**src/rtl/ahb_apb_bridge_if.sv**
```systemverilog
// Bus bundle for the AHB-Lite to APB3 bridge: AHB responder signals and the APB initiator signals.
// The slave modport is the bridge's view; master is the surrounding system (decoder, mux, peripherals).
interface ahb_apb_bridge_if #(
    parameter int unsigned ADDR_WIDTH = 32,
    parameter int unsigned DATA_WIDTH = 32,
    parameter int unsigned APB_SLAVES = 4
);
    logic                  HSEL;
    logic [ADDR_WIDTH-1:0] HADDR;
    logic                  HWRITE;
    logic [2:0]            HSIZE;
    logic [1:0]            HTRANS;
    logic                  HREADY;
    logic [DATA_WIDTH-1:0] HWDATA;
    logic                  HREADYOUT;
    logic                  HRESP;
    logic [DATA_WIDTH-1:0] HRDATA;

    logic [ADDR_WIDTH-1:0] PADDR;
    logic [APB_SLAVES-1:0] PSEL;
    logic                  PENABLE;
    logic                  PWRITE;
    logic [DATA_WIDTH-1:0] PWDATA;
    logic [DATA_WIDTH-1:0] PRDATA;
    logic                  PREADY;
    logic                  PSLVERR;

    modport slave (
        input  HSEL, HADDR, HWRITE, HSIZE, HTRANS, HREADY, HWDATA, PRDATA, PREADY, PSLVERR,
        output HREADYOUT, HRESP, HRDATA, PADDR, PSEL, PENABLE, PWRITE, PWDATA
    );

    modport master (
        output HSEL, HADDR, HWRITE, HSIZE, HTRANS, HREADY, HWDATA, PRDATA, PREADY, PSLVERR,
        input  HREADYOUT, HRESP, HRDATA, PADDR, PSEL, PENABLE, PWRITE, PWDATA
    );
endinterface

```
**src/rtl/ahb_apb_bridge.sv**
```systemverilog
// AHB-Lite responder converting single transfers into APB3 SETUP/ACCESS sequences; PSLVERR and
// misaligned accesses become the two-cycle AHB ERROR response. All outputs come straight from flops.
module ahb_apb_bridge #(
    parameter int unsigned ADDR_WIDTH = 32,
    parameter int unsigned DATA_WIDTH = 32,
    parameter int unsigned APB_SLAVES = 4
) (
    input logic             HCLK,
    input logic             HRESETn,
    ahb_apb_bridge_if.slave bus
);
    localparam int unsigned IdxWidth = (APB_SLAVES > 1) ? $clog2(APB_SLAVES) : 1;

    typedef enum logic [2:0] {
        StIdle, StWdata, StSetup, StAccess, StResp, StErr1, StErr2
    } state_e;

    state_e                state_q, state_d;
    logic [ADDR_WIDTH-1:0] paddr_q, paddr_d;
    logic                  pwrite_q, pwrite_d;
    logic [DATA_WIDTH-1:0] pwdata_q, pwdata_d;
    logic [DATA_WIDTH-1:0] hrdata_q, hrdata_d;
    logic [APB_SLAVES-1:0] psel_q, psel_d;
    logic                  penable_q, penable_d;
    logic                  hreadyout_q, hreadyout_d;
    logic                  hresp_q, hresp_d;

    logic                  xfer_start;
    logic                  misaligned;
    logic [IdxWidth-1:0]   idx;
    logic                  unused_htrans0;

    assign unused_htrans0 = bus.HTRANS[0];

    always_comb begin
        xfer_start = (state_q inside {StIdle, StResp, StErr2}) &&
                     bus.HSEL && bus.HREADY && bus.HTRANS[1];
        misaligned = (bus.HSIZE > 3'd2) ||
                     ((bus.HSIZE == 3'd2) && (bus.HADDR[1:0] != 2'b00)) ||
                     ((bus.HSIZE == 3'd1) && bus.HADDR[0]);
    end

    always_comb begin
        state_d  = state_q;
        paddr_d  = paddr_q;
        pwrite_d = pwrite_q;
        pwdata_d = pwdata_q;
        hrdata_d = hrdata_q;

        unique case (state_q)
            StIdle, StResp, StErr2: begin
                if (xfer_start) begin
                    paddr_d  = bus.HADDR;
                    pwrite_d = bus.HWRITE;
                    if (misaligned) begin
                        state_d = StErr1;
                    end else if (bus.HWRITE) begin
                        state_d = StWdata;
                    end else begin
                        state_d = StSetup;
                    end
                end else begin
                    state_d = StIdle;
                end
            end
            StWdata: begin
                pwdata_d = bus.HWDATA;
                state_d  = StSetup;
            end
            StSetup: state_d = StAccess;
            StAccess: begin
                if (bus.PREADY) begin
                    if (!pwrite_q) begin
                        hrdata_d = bus.PRDATA;
                    end
                    state_d = bus.PSLVERR ? StErr1 : StResp;
                end
            end
            StErr1: state_d = StErr2;
            default: state_d = StIdle;
        endcase
    end

    // Output flops are loaded from the next state so every output is registered.
    always_comb begin
        idx    = (APB_SLAVES > 1) ? paddr_d[12 +: IdxWidth] : '0;
        psel_d = '0;
        if (state_d inside {StSetup, StAccess}) begin
            for (int i = 0; i < int'(APB_SLAVES); i++) begin
                psel_d[i] = (idx == IdxWidth'(i));
            end
        end
        penable_d   = (state_d == StAccess);
        hreadyout_d = (state_d inside {StIdle, StResp, StErr2});
        hresp_d     = (state_d inside {StErr1, StErr2});
    end

    always_ff @(posedge HCLK or negedge HRESETn) begin
        if (!HRESETn) begin
            state_q     <= StIdle;
            paddr_q     <= '0;
            pwrite_q    <= 1'b0;
            pwdata_q    <= '0;
            hrdata_q    <= '0;
            psel_q      <= '0;
            penable_q   <= 1'b0;
            hreadyout_q <= 1'b1;
            hresp_q     <= 1'b0;
        end else begin
            state_q     <= state_d;
            paddr_q     <= paddr_d;
            pwrite_q    <= pwrite_d;
            pwdata_q    <= pwdata_d;
            hrdata_q    <= hrdata_d;
            psel_q      <= psel_d;
            penable_q   <= penable_d;
            hreadyout_q <= hreadyout_d;
            hresp_q     <= hresp_d;
        end
    end

    assign bus.HREADYOUT = hreadyout_q;
    assign bus.HRESP     = hresp_q;
    assign bus.HRDATA    = hrdata_q;
    assign bus.PADDR     = paddr_q;
    assign bus.PSEL      = psel_q;
    assign bus.PENABLE   = penable_q;
    assign bus.PWRITE    = pwrite_q;
    assign bus.PWDATA    = pwdata_q;
endmodule

```
**src/flat_wrapper.sv**
```systemverilog
// flat-port wrapper written by rule: the top's interface ports become plain ports
module ahb_apb_bridge_flat 
#(
    parameter int unsigned ADDR_WIDTH = 32,
    parameter int unsigned DATA_WIDTH = 32,
    parameter int unsigned APB_SLAVES = 4
)
  (HCLK, HRESETn, bus_HSEL, bus_HADDR, bus_HWRITE, bus_HSIZE, bus_HTRANS, bus_HREADY, bus_HWDATA, bus_PRDATA, bus_PREADY, bus_PSLVERR, bus_HREADYOUT, bus_HRESP, bus_HRDATA, bus_PADDR, bus_PSEL, bus_PENABLE, bus_PWRITE, bus_PWDATA);
  ahb_apb_bridge_if #(.ADDR_WIDTH(ADDR_WIDTH), .DATA_WIDTH(DATA_WIDTH), .APB_SLAVES(APB_SLAVES)) bus_i ();
  input logic HCLK;
  input logic HRESETn;
  input wire logic [$bits(bus_i.HSEL)-1:0] bus_HSEL;
  input wire logic [$bits(bus_i.HADDR)-1:0] bus_HADDR;
  input wire logic [$bits(bus_i.HWRITE)-1:0] bus_HWRITE;
  input wire logic [$bits(bus_i.HSIZE)-1:0] bus_HSIZE;
  input wire logic [$bits(bus_i.HTRANS)-1:0] bus_HTRANS;
  input wire logic [$bits(bus_i.HREADY)-1:0] bus_HREADY;
  input wire logic [$bits(bus_i.HWDATA)-1:0] bus_HWDATA;
  input wire logic [$bits(bus_i.PRDATA)-1:0] bus_PRDATA;
  input wire logic [$bits(bus_i.PREADY)-1:0] bus_PREADY;
  input wire logic [$bits(bus_i.PSLVERR)-1:0] bus_PSLVERR;
  output wire logic [$bits(bus_i.HREADYOUT)-1:0] bus_HREADYOUT;
  output wire logic [$bits(bus_i.HRESP)-1:0] bus_HRESP;
  output wire logic [$bits(bus_i.HRDATA)-1:0] bus_HRDATA;
  output wire logic [$bits(bus_i.PADDR)-1:0] bus_PADDR;
  output wire logic [$bits(bus_i.PSEL)-1:0] bus_PSEL;
  output wire logic [$bits(bus_i.PENABLE)-1:0] bus_PENABLE;
  output wire logic [$bits(bus_i.PWRITE)-1:0] bus_PWRITE;
  output wire logic [$bits(bus_i.PWDATA)-1:0] bus_PWDATA;
  assign bus_i.HSEL = bus_HSEL;
  assign bus_i.HADDR = bus_HADDR;
  assign bus_i.HWRITE = bus_HWRITE;
  assign bus_i.HSIZE = bus_HSIZE;
  assign bus_i.HTRANS = bus_HTRANS;
  assign bus_i.HREADY = bus_HREADY;
  assign bus_i.HWDATA = bus_HWDATA;
  assign bus_i.PRDATA = bus_PRDATA;
  assign bus_i.PREADY = bus_PREADY;
  assign bus_i.PSLVERR = bus_PSLVERR;
  assign bus_HREADYOUT = bus_i.HREADYOUT;
  assign bus_HRESP = bus_i.HRESP;
  assign bus_HRDATA = bus_i.HRDATA;
  assign bus_PADDR = bus_i.PADDR;
  assign bus_PSEL = bus_i.PSEL;
  assign bus_PENABLE = bus_i.PENABLE;
  assign bus_PWRITE = bus_i.PWRITE;
  assign bus_PWDATA = bus_i.PWDATA;
  ahb_apb_bridge #(.ADDR_WIDTH(ADDR_WIDTH), .DATA_WIDTH(DATA_WIDTH), .APB_SLAVES(APB_SLAVES)) u_core (.HCLK(HCLK), .HRESETn(HRESETn), .bus(bus_i));
endmodule
```
**config.mk**
```make
export PLATFORM = sky130hd
export DESIGN_NAME = ahb_apb_bridge_flat
export DESIGN_NICKNAME = d
export VERILOG_FILES = /design/src/rtl/ahb_apb_bridge_if.sv /design/src/rtl/ahb_apb_bridge.sv /design/src/flat_wrapper.sv
export SDC_FILE = /design/constraint.sdc
export NUM_CORES = 1
export LEC_CHECK = 0
export ABC_AREA = 1
export ABC_CLOCK_PERIOD_IN_PS = 1200
export BUFFER_PORTS_ARGS = -buffer_cell sky130_fd_sc_hd__clkbuf_2
export CAP_MARGIN = 20
export CORE_MARGIN = 2
export CORE_UTILIZATION = 41
export DETAILED_ROUTE_END_ITERATION = 8
export PLACE_DENSITY = 0.77
export SYNTH_ARGS = -nofsm -noshare
export SYNTH_HDL_FRONTEND = slang
export SYNTH_SLANG_ARGS = --single-unit
```
**constraint.sdc**
```tcl
create_clock -name HCLK -period 1.2 [get_ports HCLK]
set_input_delay 0.06 -clock HCLK [delete_from_list [all_inputs] [get_ports HCLK]]
set_output_delay 0.06 -clock HCLK [all_outputs]
set_load 0.05 [all_outputs]
```
==> results of run 1 <==
## repair_timing
action,4_1_cts,5_1_grt
resized for setup,80,27
endpoints found under the setup margin,107,105
pin swaps,8,4
hold endpoints to repair,209,0
hold buffers,99,0
cloned,1,5
buffers inserted,5,3
## final cells by class
| type | instances | area (um2) |
|---|---|---|
| Clock buffer | 11 | 131.4 |
| Clock inverter | 5 | 32.53 |
| Fill cell | 620 | 2532 |
| Inverter | 17 | 78.83 |
| Multi-Input combinational cell | 198 | 1579 |
| Sequential cell | 107 | 2680 |
| Tap cell | 133 | 166.4 |
| Timing Repair Buffer | 342 | 2520 |
| Timing Repair inverter | 1 | 8.758 |
## sequential cells by signal, summed over array words and instances (netlist names)
name,count
u_core.bus.HRDATA,32
u_core.bus.HREADYOUT,1
u_core.bus.HRESP,1
u_core.bus.PADDR,32
u_core.bus.PENABLE,1
u_core.bus.PSEL,4
u_core.bus.PWDATA,32
u_core.bus.PWRITE,1
u_core.state_q,3
## metal layers
layer | track usage | vias up
met5 | 0 | -
met1 | 0.2813 | 1850
li1 | - | 1754
met2 | 0.4499 | 169
met3 | 0.06167 | 32
met4 | 0.09363 | 0
## kinds of logic (layout without fill, tap and decap cells)
group	count (synthesis)	after routing
and+or+nand+nor	126	126
DFF	107	107
muxes	64	64
buffers and inverters	29	376
AOI/OAI and AO/OA	8	8
## critical path, cell delays in order, from the launching register on
cell	delay, ns
dfrtp_1	0.40
inv_2	0.08
nand2_4	0.07
inv_4	0.06
nand3_4	0.13
buf_12	0.20
mux2_4	0.30
## per-stage QoR
step                      hold WS, ns    util  area, um2  cells  setup TNS [ns]
after floorplan               -0.2356       -       4108    334          -2.530
after global placement       -0.06932  0.5604       5453    687          -5.937
after detailed placement     -0.06488  0.5604       5453    687          -11.25
after CTS                    0.008068  0.7135       6942    806          -8.843
after global routing           0.1026  0.7397       7197    814          -20.16
final                         0.08848  0.7397       7197    814          -13.30
## where the power goes
part	switching, W	internal (W)	leakage [nW]	total (W)
Clock	0.00119	0.000751	0.0753	0.00194
Sequential	0.00109	0.00538	1.30	0.00647
Combinational	0.00899	0.00440	2.55	0.0134
## cells in the final DEF (no fill, tap or decap), types with 6 or more instances in the layout
master,instances
inv_1,8
mux2_1,10
clkbuf_8,10
nand2_2,6
inv_2,7
dlygate4sd3_1,99
buf_6,7
clkbuf_2,207
dfrtp_1,105
mux2_4,54
nor2_1,7
buf_4,13
nand2_1,101
## final timing paths
kind | startpoint | to | slack, ns
max | u_core.state_q[2] | u_core.bus.HRDATA[20] | -0.18
min | bus_PSLVERR | u_core.bus.HREADYOUT | 0.09
max reg2reg | u_core.state_q[2] | u_core.bus.HRDATA[20] | -0.18
min reg2reg | u_core.bus.PADDR[11] | u_core.bus.PADDR[11] | 0.49
max in group asynchronous | HRESETn | u_core.bus.HREADYOUT | 0.53
min in group asynchronous | HRESETn | u_core.bus.PWDATA[2] | 0.11
==> results by group, run 1 <==
Outcome
  – Status: complete, but fails checks
  – Failing checks: negative setup slack

Drt
  – Met2 routed WL: about 7000 um
  – DRC: 0
  – DRT Wirelength: around 14,000 um
  – Drt first pass iters: 5
  – DR top layer: met4
  – Vias/cell: between 4 and 5
  – Met3 wire len: 805 um
  – Initial DRC Count: 145
  – Vias: between 3,000 and 4,000
  – WL met1: 5265 um
  – WL/cell: 16.75 um
  – Antenna viol nets, final: 0

Critical path
  – CP arrival: approximately 1.6 ns
  – Worst Setup End Kind: register
  – Max Fanout on Critical Path: 15
  – WS Path Type: reg2reg
  – CP startpoint kind: register
  – WP data required: 1.44 ns
  – R2R depth: 6

Logic synthesis
  – Top-area cell type share of the netlist area: 0.6513
  – Synth top cells by count: nand2_1, dfrtp_1, mux2_1, nor2_1, inv_2
  – Register area share after synthesis: 0.6578
  – Number of synthesized flops with an enable pin: 0
  – Most frequent cell after synthesis: nand2_1
  – Synth area leader: dfrtp_1
  – Number of register bits inferred by synthesis: around 110
  – Largest family of logic cells by synthesized area: multiplexers
  – Post-synthesis mux area share: 0.1770
  – Mapped cell area: approximately 0.0041 mm2
  – Mapped Nets: roughly 440
  – Main synth FF type: dfrtp_1
  – Synth Warn #: 0
  – Mapped Cells: between 300 and 400
  – XOR/XNOR Fraction of Synth Area: 0
  – Synth top area cells: dfrtp_1, mux2_1, nand2_1, nor2_1, inv_2
  – Unique cell type count in the Yosys netlist: 17
  – Synth Area in Compound Gates: 0.01075
  – Fraction of registers with async set/reset: 1.000
  – Syn avg cell area: about 12 um2
  – Synth Area in Adders: 0
  – Simple-gate share of the synthesized area: 0.1232

Clocking
  – Clock sink total: about 110
  – Clock Path Buffers: 2
  – Cts bufs inserted: 9
  – Latest clock arrival within the worst-skew pair: between 0.3 and 0.4 ns
  – Clock Pin Slew Worst Setup and Hold Paths: about 0.09 ns
  – CTS tree: built
  – Clk root buf: clkbuf_8
  – H-tree levels: 3

Die
  – Die height: 103.7 um
  – I/O pin cnt: between 200 and 250
  – Die area: roughly 0.011 mm2
  – Core Box Area: roughly 0.01 mm2
  – Initial Utilization: 0.4186
  – FP Rows: 36
  – Die width: 103.7 um

STA
  – Final Max Slew Viols: 0
  – RSZ-0062 raised after global routing: true
  – Max Fclk: 725.6 MHz
  – Final hold violations: 0
  – Crit share post-route: 1.149
  – Setup WS post-layout: -0.1782 ns
  – Worst-Margin Slew: 0.3787 ns
  – Slew headroom: 0.7448
  – Setup Viol. Count Final: a little over 100
  – Min Tclk post-route: between 1 and 1.5 ns
  – Worst clock skew: 0.009630 ns

Power
  – Pwr Total: roughly 0.022 W
  – Max VDD drop: ~1.4 mV
  – Leakage: 3.925 nW
  – Pwr dens: between 3000 and 4000 mW/mm2

Flow run
  – MaxCap Viol Count: 0

Global routing
  – Largest net degree at the start of global routing: 50
  – GRT overflow: 0
  – First-pass GRT wire length: ~21,000 um
  – Total track usage: 0.2479
  – Initial antenna violation count: 0
  – Vias in the first global route: 4,161

Place
  – Post-Place Setup Slack: -0.1946 ns
  – Routability cong.: slightly below 0.8
  – IO buf count: 210
  – Post-DP HPWL: 7426 um

Final layout
  – Share of cells above drive strength 1: 0.5051
  – Layout area overhead: 76.71%
  – Net count, final: between 700 and 800
  – Diode count: 0

Min path
  – Hold Path Class: in2reg
  – Worst hold stages: 4
Note: power is estimated with default switching activity, not from simulation.
==> run 2: changes to the inputs <==
CORE_ASPECT_RATIO = 0.9   (was not set)
CTS_CLUSTER_SIZE = 25   (was not set)
==> run 2 against run 1 <==
The flow still finishes with violations (negative setup slack). Combinational power barely moved. Setup slack improved by 0.0025 ns. Total power increased by 0.12%. Count of clock-buffer cells in the layout is 1 lower.
==> results by group, run 2 (same netlist as run 1, synthesis figures left out) <==
STA
  – Final Max Slew Viols: 0 (unchanged)
  – Crit share post-route: 1.146 (was 1.149)
  – RSZ-0062 raised after global routing: true (unchanged)
  – Setup WS post-layout: -0.1758 ns (was -0.1782 ns)
  – Setup Viol. Count Final: 104 (was 101)
  – Min Tclk post-route: 1.376 ns (was 1.378 ns)
  – Worst-Margin Slew: 0.3716 ns (was 0.3787 ns)
  – Final hold violations: 0 (unchanged)
  – Slew headroom: 0.7496 (was 0.7448)
  – Worst clock skew: 0.01520 ns (was 0.009630 ns)
  – Max Fclk: 726.9 MHz (was 725.6 MHz)

Drt
  – Drt first pass iters: 4 (was 5)
  – Antenna viol nets, final: 0 (unchanged)
  – DRT Wirelength: 13,170 um (was 13,630 um)
  – DRC: 0 (unchanged)
  – Initial DRC Count: 120 (was 145)
  – WL/cell: 16.41 um (was 16.75 um)
  – Vias: 3,739 (was 3,805)
  – Vias/cell: 4.656 (was 4.674)

Power
  – Pint: 0.01052 W (was 0.01053 W)
  – Leakage: 3.975 nW (was 3.925 nW)
  – Psw: 0.01131 W (was 0.01126 W)
  – Clock share of power: 0.092 (was 0.089)
  – Switch share: 0.5181 (was 0.5168)
  – Pwr dens: 3006 mW/mm2 (was 3029 mW/mm2)
  – Max VDD drop: 1.956 mV (was 1.438 mV)
  – Sequential cell fraction of total power: 0.296 (was 0.297)
  – Logic pwr share: 0.612 (was 0.614)

Global routing
  – Largest net degree at the start of global routing: 45 (was 50)
  – First-pass GRT wire length: 18,690 um (was 21,100 um)
  – GRT overflow: 0 (unchanged)
  – Total track usage: 0.2258 (was 0.2479)
  – Initial antenna violation count: 1 (was 0)
  – Vias in the first global route: 3,931 (was 4,161)

Min path
  – Hold Path Class: in2reg (unchanged)

Critical path
  – WS Path Type: reg2reg (unchanged)
  – CP arrival: 1.61 ns (was 1.62 ns)
  – Worst Setup End Kind: register (unchanged)
  – Crit path to: u_core.bus.HRDATA[15] (was u_core.bus.HRDATA[20])
  – CP Launch Point: u_core.state_q[2] (unchanged)
  – Reg2reg end: u_core.bus.HRDATA[15] (was u_core.bus.HRDATA[20])
  – WP data required: 1.44 ns (about the same)
  – Reg2reg start: u_core.state_q[2] (unchanged)
  – Max Fanout on Critical Path: 8 (was 15)
  – R2r setup slk: -0.18 ns (about the same)
  – R2R depth: 6 (unchanged)
  – CP startpoint kind: register (unchanged)

Final layout
  – Layout area overhead: 78.28% (was 76.71%)
  – Register area: 0.002681 mm2 (was 0.002680 mm2)
  – Most frequent cells in the layout: clkbuf_2, dfrtp_1, dlygate4sd3_1 (was clkbuf_2, dfrtp_1, nand2_1)
  – Share of cells above drive strength 1: 0.5340 (was 0.5051)
  – Final Core Density: 0.7519 (was 0.7397)
  – Fill count: 591 (was 620)
  – Multi-input logic area: 0.001664 mm2 (was 0.001579 mm2)
  – Net count, final: 779 (was 784)
  – Commonest non-fill, non-tap cell in the layout: clkbuf_2 (unchanged)
  – Fin cells: 803 (was 814)

Clocking
  – CTS tree: built (unchanged)
  – Cts bufs inserted: 9 (unchanged)
  – Latest clock arrival within the worst-skew pair: 0.36 ns (about the same)
  – H-tree levels: 3 (unchanged)
  – Clock sink total: 107 (unchanged)
  – Clock Path Buffers: 2 (unchanged)
  – Clock Pin Slew Worst Setup and Hold Paths: 0.10 ns (was 0.09 ns)
  – Clk root buf: clkbuf_8 (unchanged)

Die
  – I/O pin cnt: 212 (unchanged)
  – FP Rows: 34 (was 36)
  – Core Box Area: 0.009657 mm2 (was 0.009729 mm2)
  – Die height: 98.55 um (was 103.7 um)
  – Die width: 109.1 um (was 103.7 um)
  – Die area: 0.01075 mm2 (about the same)
  – Initial Utilization: 0.4217 (was 0.4186)

Outcome
  – Status: complete, but fails checks (unchanged)
  – Failing checks: negative setup slack (unchanged)

Place
  – IO buf count: 210 (unchanged)
  – Post-DP HPWL: 7188 um (was 7426 um)
  – Post-Place Setup Slack: -0.1537 ns (was -0.1946 ns)
  – Routability cong.: 0.8049 (was 0.7850)
  – Placed cells: 672 (was 687)

Flow run
  – MaxCap Viol Count: 0 (unchanged)
## run 2: changes by cell type in the layout (fill, tap and decap cells not counted), moves of 3 or more
cell and change:
buf_4 -5, nand2_1 -18, nand2_2 +15, nand2_4 +3
## run 2: metrics by stage
stage | cell area [um2] | total power (W) | hold WS [ns] | TNS, ns
floorplan | 4108 | 0.01453 | -0.2356 | -2.530
global placement | 5384 | 0.01703 | -0.02099 | -5.526
detailed placement | 5384 | 0.01733 | -0.01991 | -9.687
CTS | 6758 | 0.02068 | 0.01453 | -9.764
global route | 7261 | 0.02282 | 0.1292 | -18.20
finish | 7261 | 0.02183 | 0.09080 | -12.23
## run 2: per-layer routing
layer  global-route usage  wire, um  vias up
li1                     -         -     1749
met1               0.2429      5035     1837
met2               0.4262      7195      137
met3              0.04630       738       16
met4              0.08777       204        0
met5                    0         0        -
## run 2: worst min-delay path by stage
| stage | startpoint | end | slack (ns) | cells past startpoint |
|---|---|---|---|---|
| detailed placement | HRESETn | u_core.bus.PWDATA[20] | -0.02 | 1 |
| CTS | bus_PSLVERR | u_core.state_q[0] | 0.01 | 3 |
| floorplan | HRESETn | u_core.bus.HRDATA[0] | -0.24 | 0 |
| global placement | HRESETn | u_core.bus.PADDR[3] | -0.02 | 1 |
| finish | bus_PSLVERR | u_core.bus.HREADYOUT | 0.09 | 4 |
| global route | HRESETn | u_core.bus.PADDR[3] | 0.13 | 2 |
## run 2: layout make-up
class	instances	share of cell area
tap	126	0.02171
timing repair buffer	337	0.3445
clock buffer	10	0.01758
sequential	107	0.3693
inverter	17	0.01086
antenna	1	0.0003446
clock inverter	6	0.006548
multi-input combinational	199	0.2292
## run 2: power by group through the flow
stage	logic [W]	clock network, W	registers [W]
global placement	0.0108	0	0.00628
global route	0.0140	0.00223	0.00663
finish	0.0134	0.00202	0.00645
CTS	0.0123	0.00209	0.00631
detailed placement	0.0110	0	0.00634
floorplan	0.00227	0	0.0123
## run 2: critical path, stage by stage (launching register included)
cell	delay [ns]
dfrtp_1	0.40
inv_2	0.09
nand2_4	0.08
inv_4	0.07
nand3_4	0.12
clkbuf_16	0.21
mux2_4	0.30
## run 2: repair_timing
action                                  in CTS  in global routing
gates cloned                                 2                  8
setup buffers                                2                  5
endpoints found under the setup margin     106                106
pin swaps                                    0                 12
gates resized for setup                     38                 85
hold buffers                                99                  0
hold endpoints to repair                   207                  0
==> run 3: changes to the inputs <==
CORE_MARGIN = not set   (was 2)
==> run 3 against run 2 <==
The flow still finishes with violations (negative setup slack). Largest power group unchanged. Via count is 2.0% lower. Critical endpoint is now u_core.bus.HRDATA[24]. Combinational power is 10% lower. Final cell count is 0.87% lower. Wire length is 7.2% lower. Utilization is 2.9 points lower. Final area is 3.8% lower. Non-clock buffer count is 5 lower.
==> results by group, run 3 (same netlist as run 1, synthesis figures left out) <==
Clocking
  – Clock sink total: 107 (unchanged)
  – H-tree levels: 3 (unchanged)
  – CTS tree: built (unchanged)
  – Clk root buf: clkbuf_8 (unchanged)
  – Clock Path Buffers: 2 (unchanged)
  – Clock Pin Slew Worst Setup and Hold Paths: 0.10 ns (about the same)
  – Latest clock arrival within the worst-skew pair: 0.35 ns (was 0.36 ns)
  – Cts bufs inserted: 9 (unchanged)

STA
  – Worst-Margin Slew: 0.3856 ns (was 0.3716 ns)
  – Max Fclk: 719.3 MHz (was 726.9 MHz)
  – Slew headroom: 0.7429 (was 0.7496)
  – Hold_ws: 0.04893 ns (was 0.09080 ns)
  – Worst clock skew: 0.009556 ns (was 0.01520 ns)
  – Min Tclk post-route: 1.390 ns (was 1.376 ns)
  – Final hold violations: 0 (unchanged)
  – Final Max Slew Viols: 0 (unchanged)
  – Setup WS post-layout: -0.1902 ns (was -0.1758 ns)
  – RSZ-0062 raised after global routing: true (unchanged)
  – Crit share post-route: 1.158 (was 1.146)
  – Setup Viol. Count Final: 103 (was 104)

Critical path
  – CP startpoint kind: register (unchanged)
  – Worst Setup End Kind: register (unchanged)
  – CP Launch Point: u_core.state_q[1] (was u_core.state_q[2])
  – CP arrival: 1.62 ns (was 1.61 ns)
  – Reg2reg start: u_core.state_q[1] (was u_core.state_q[2])
  – Max Fanout on Critical Path: 32 (was 8)
  – WP data required: 1.43 ns (was 1.44 ns)
  – WS Path Type: reg2reg (unchanged)

Power
  – Leakage: 3.603 nW (was 3.975 nW)
  – Pwr dens: 2923 mW/mm2 (was 3006 mW/mm2)
  – Max VDD drop: 2.103 mV (was 1.956 mV)

Drt
  – WL/cell: 15.35 um (was 16.41 um)
  – Antenna viol nets, final: 0 (unchanged)
  – Drt first pass iters: 4 (unchanged)
  – Initial DRC Count: 86 (was 120)
  – DRC: 0 (unchanged)
  – Vias/cell: 4.602 (was 4.656)
  – Vias: 3,663 (was 3,739)
  – DRT Wirelength: 12,220 um (was 13,170 um)

Final layout
  – Most frequent cells in the layout: clkbuf_2, dfrtp_1, dlygate4sd3_1 (unchanged)
  – Fill count: 672 (was 591)
  – Fin cells: 796 (was 803)
  – Final instance area: 0.006982 mm2 (was 0.007261 mm2)
  – Diode count: 0 (was 1)
  – Share of cells above drive strength 1: 0.4731 (was 0.5340)
  – Net count, final: 773 (was 779)
  – Layout area overhead: 71.43% (was 78.28%)
  – Multi-input logic area: 0.001509 mm2 (was 0.001664 mm2)
  – Commonest non-fill, non-tap cell in the layout: clkbuf_2 (unchanged)
  – Register area: 0.002680 mm2 (was 0.002681 mm2)

Min path
  – Hold Path Origin: bus_PSLVERR (unchanged)
  – Hold Path Class: in2reg (unchanged)

Global routing
  – First-pass GRT wire length: 17,220 um (was 18,690 um)
  – Total track usage: 0.2199 (was 0.2258)
  – Initial antenna violation count: 0 (was 1)
  – GRT overflow: 0 (unchanged)
  – Largest net degree at the start of global routing: 39 (was 45)
  – Vias in the first global route: 3,682 (was 3,931)

Die
  – Die area: 0.01034 mm2 (was 0.01075 mm2)
  – Initial Utilization: 0.4217 (unchanged)
  – Die width: 107.1 um (was 109.1 um)
  – Die height: 96.55 um (was 98.55 um)
  – Core Box Area: 0.009657 mm2 (unchanged)
  – I/O pin cnt: 212 (unchanged)
  – FP Rows: 34 (unchanged)

Outcome
  – Status: complete, but fails checks (unchanged)
  – Failing checks: negative setup slack (unchanged)

Place
  – Post-DP HPWL: 7123 um (was 7188 um)
  – Placed cells: 672 (unchanged)
  – IO buf count: 210 (unchanged)
  – Routability cong.: 0.7647 (was 0.8049)
  – DP Area: 0.005396 mm2 (was 0.005384 mm2)

Flow run
  – MaxCap Viol Count: 0 (unchanged)
-- run 3: cell count changes in the layout (fill, tap and decap cells not counted), moves of 3 or more --
cell	previous run	this run
nand2_4	6	15
nand2_2	21	34
mux2_1	8	64
buf_6	5	2
mux2_4	56	0
buf_4	8	11
nand2_1	83	62
-- run 3: area by class of cell --
class | count | share of cell area
sequential | 107 | 0.3839
multi-input combinational | 198 | 0.2161
clock inverter | 4 | 0.004122
timing repair buffer | 332 | 0.3437
tap | 126 | 0.02258
clock buffer | 12 | 0.01935
inverter | 17 | 0.01022
-- run 3: final timing paths --
check | slack, ns | depth (start not counted) | end
worst min-delay path | 0.05 | 4 | u_core.bus.HREADYOUT
min in group asynchronous | 0.16 | 2 | u_core.bus.PWDATA[12]
worst max-delay path | -0.19 | 5 | u_core.bus.HRDATA[24]
worst max register to register | -0.19 | 5 | u_core.bus.HRDATA[24]
worst min register to register | 0.50 | 1 | u_core.bus.PWDATA[8]
max in group asynchronous | 0.49 | 3 | u_core.bus.HREADYOUT
-- run 3: where the power goes --
group / internal (W) / switching (W) / total, W
combinational: 0.00330 / 0.00867 / 0.0120
sequential: 0.00538 / 0.00115 / 0.00652
clock: 0.000759 / 0.00115 / 0.00191
-- run 3: metal layers --
metal	track usage	vias to the layer above	wire length [um]
li1	-	1737	-
met1	0.2341	1766	4521
met2	0.4215	139	6769
met3	0.05030	21	640
met4	0.09247	0	289
met5	0	-	0
-- run 3: timing repair --
action                     in CTS  in global routing
setup endpoints to repair     103                106
resized for setup               8                 74
hold buffers                   99                  0
buffers inserted                0                  3
gates cloned                    0                  6
hold endpoints to repair      207                  0
pin swaps                       3                 24
-- run 3: stage by stage --
step                setup slack [ns]  setup TNS [ns]  total power, W    util
finish                       -0.1902          -12.60         0.02040  0.7230
global route                 -0.2432          -19.70         0.02143  0.7230
detailed placement           -0.1486          -8.609         0.01734  0.5588
CTS                          -0.1679          -11.73         0.01955  0.6815
global placement            -0.09314          -5.025         0.01702  0.5588
floorplan                   -0.07554          -2.530         0.01453       -
-- run 3: critical path, stage by stage, from the launching register on --
cell and delay, ns:
dfrtp_1 0.41, nand2_2 0.13, inv_2 0.06, nand3_4 0.08, buf_12 0.20, mux2_1 0.36
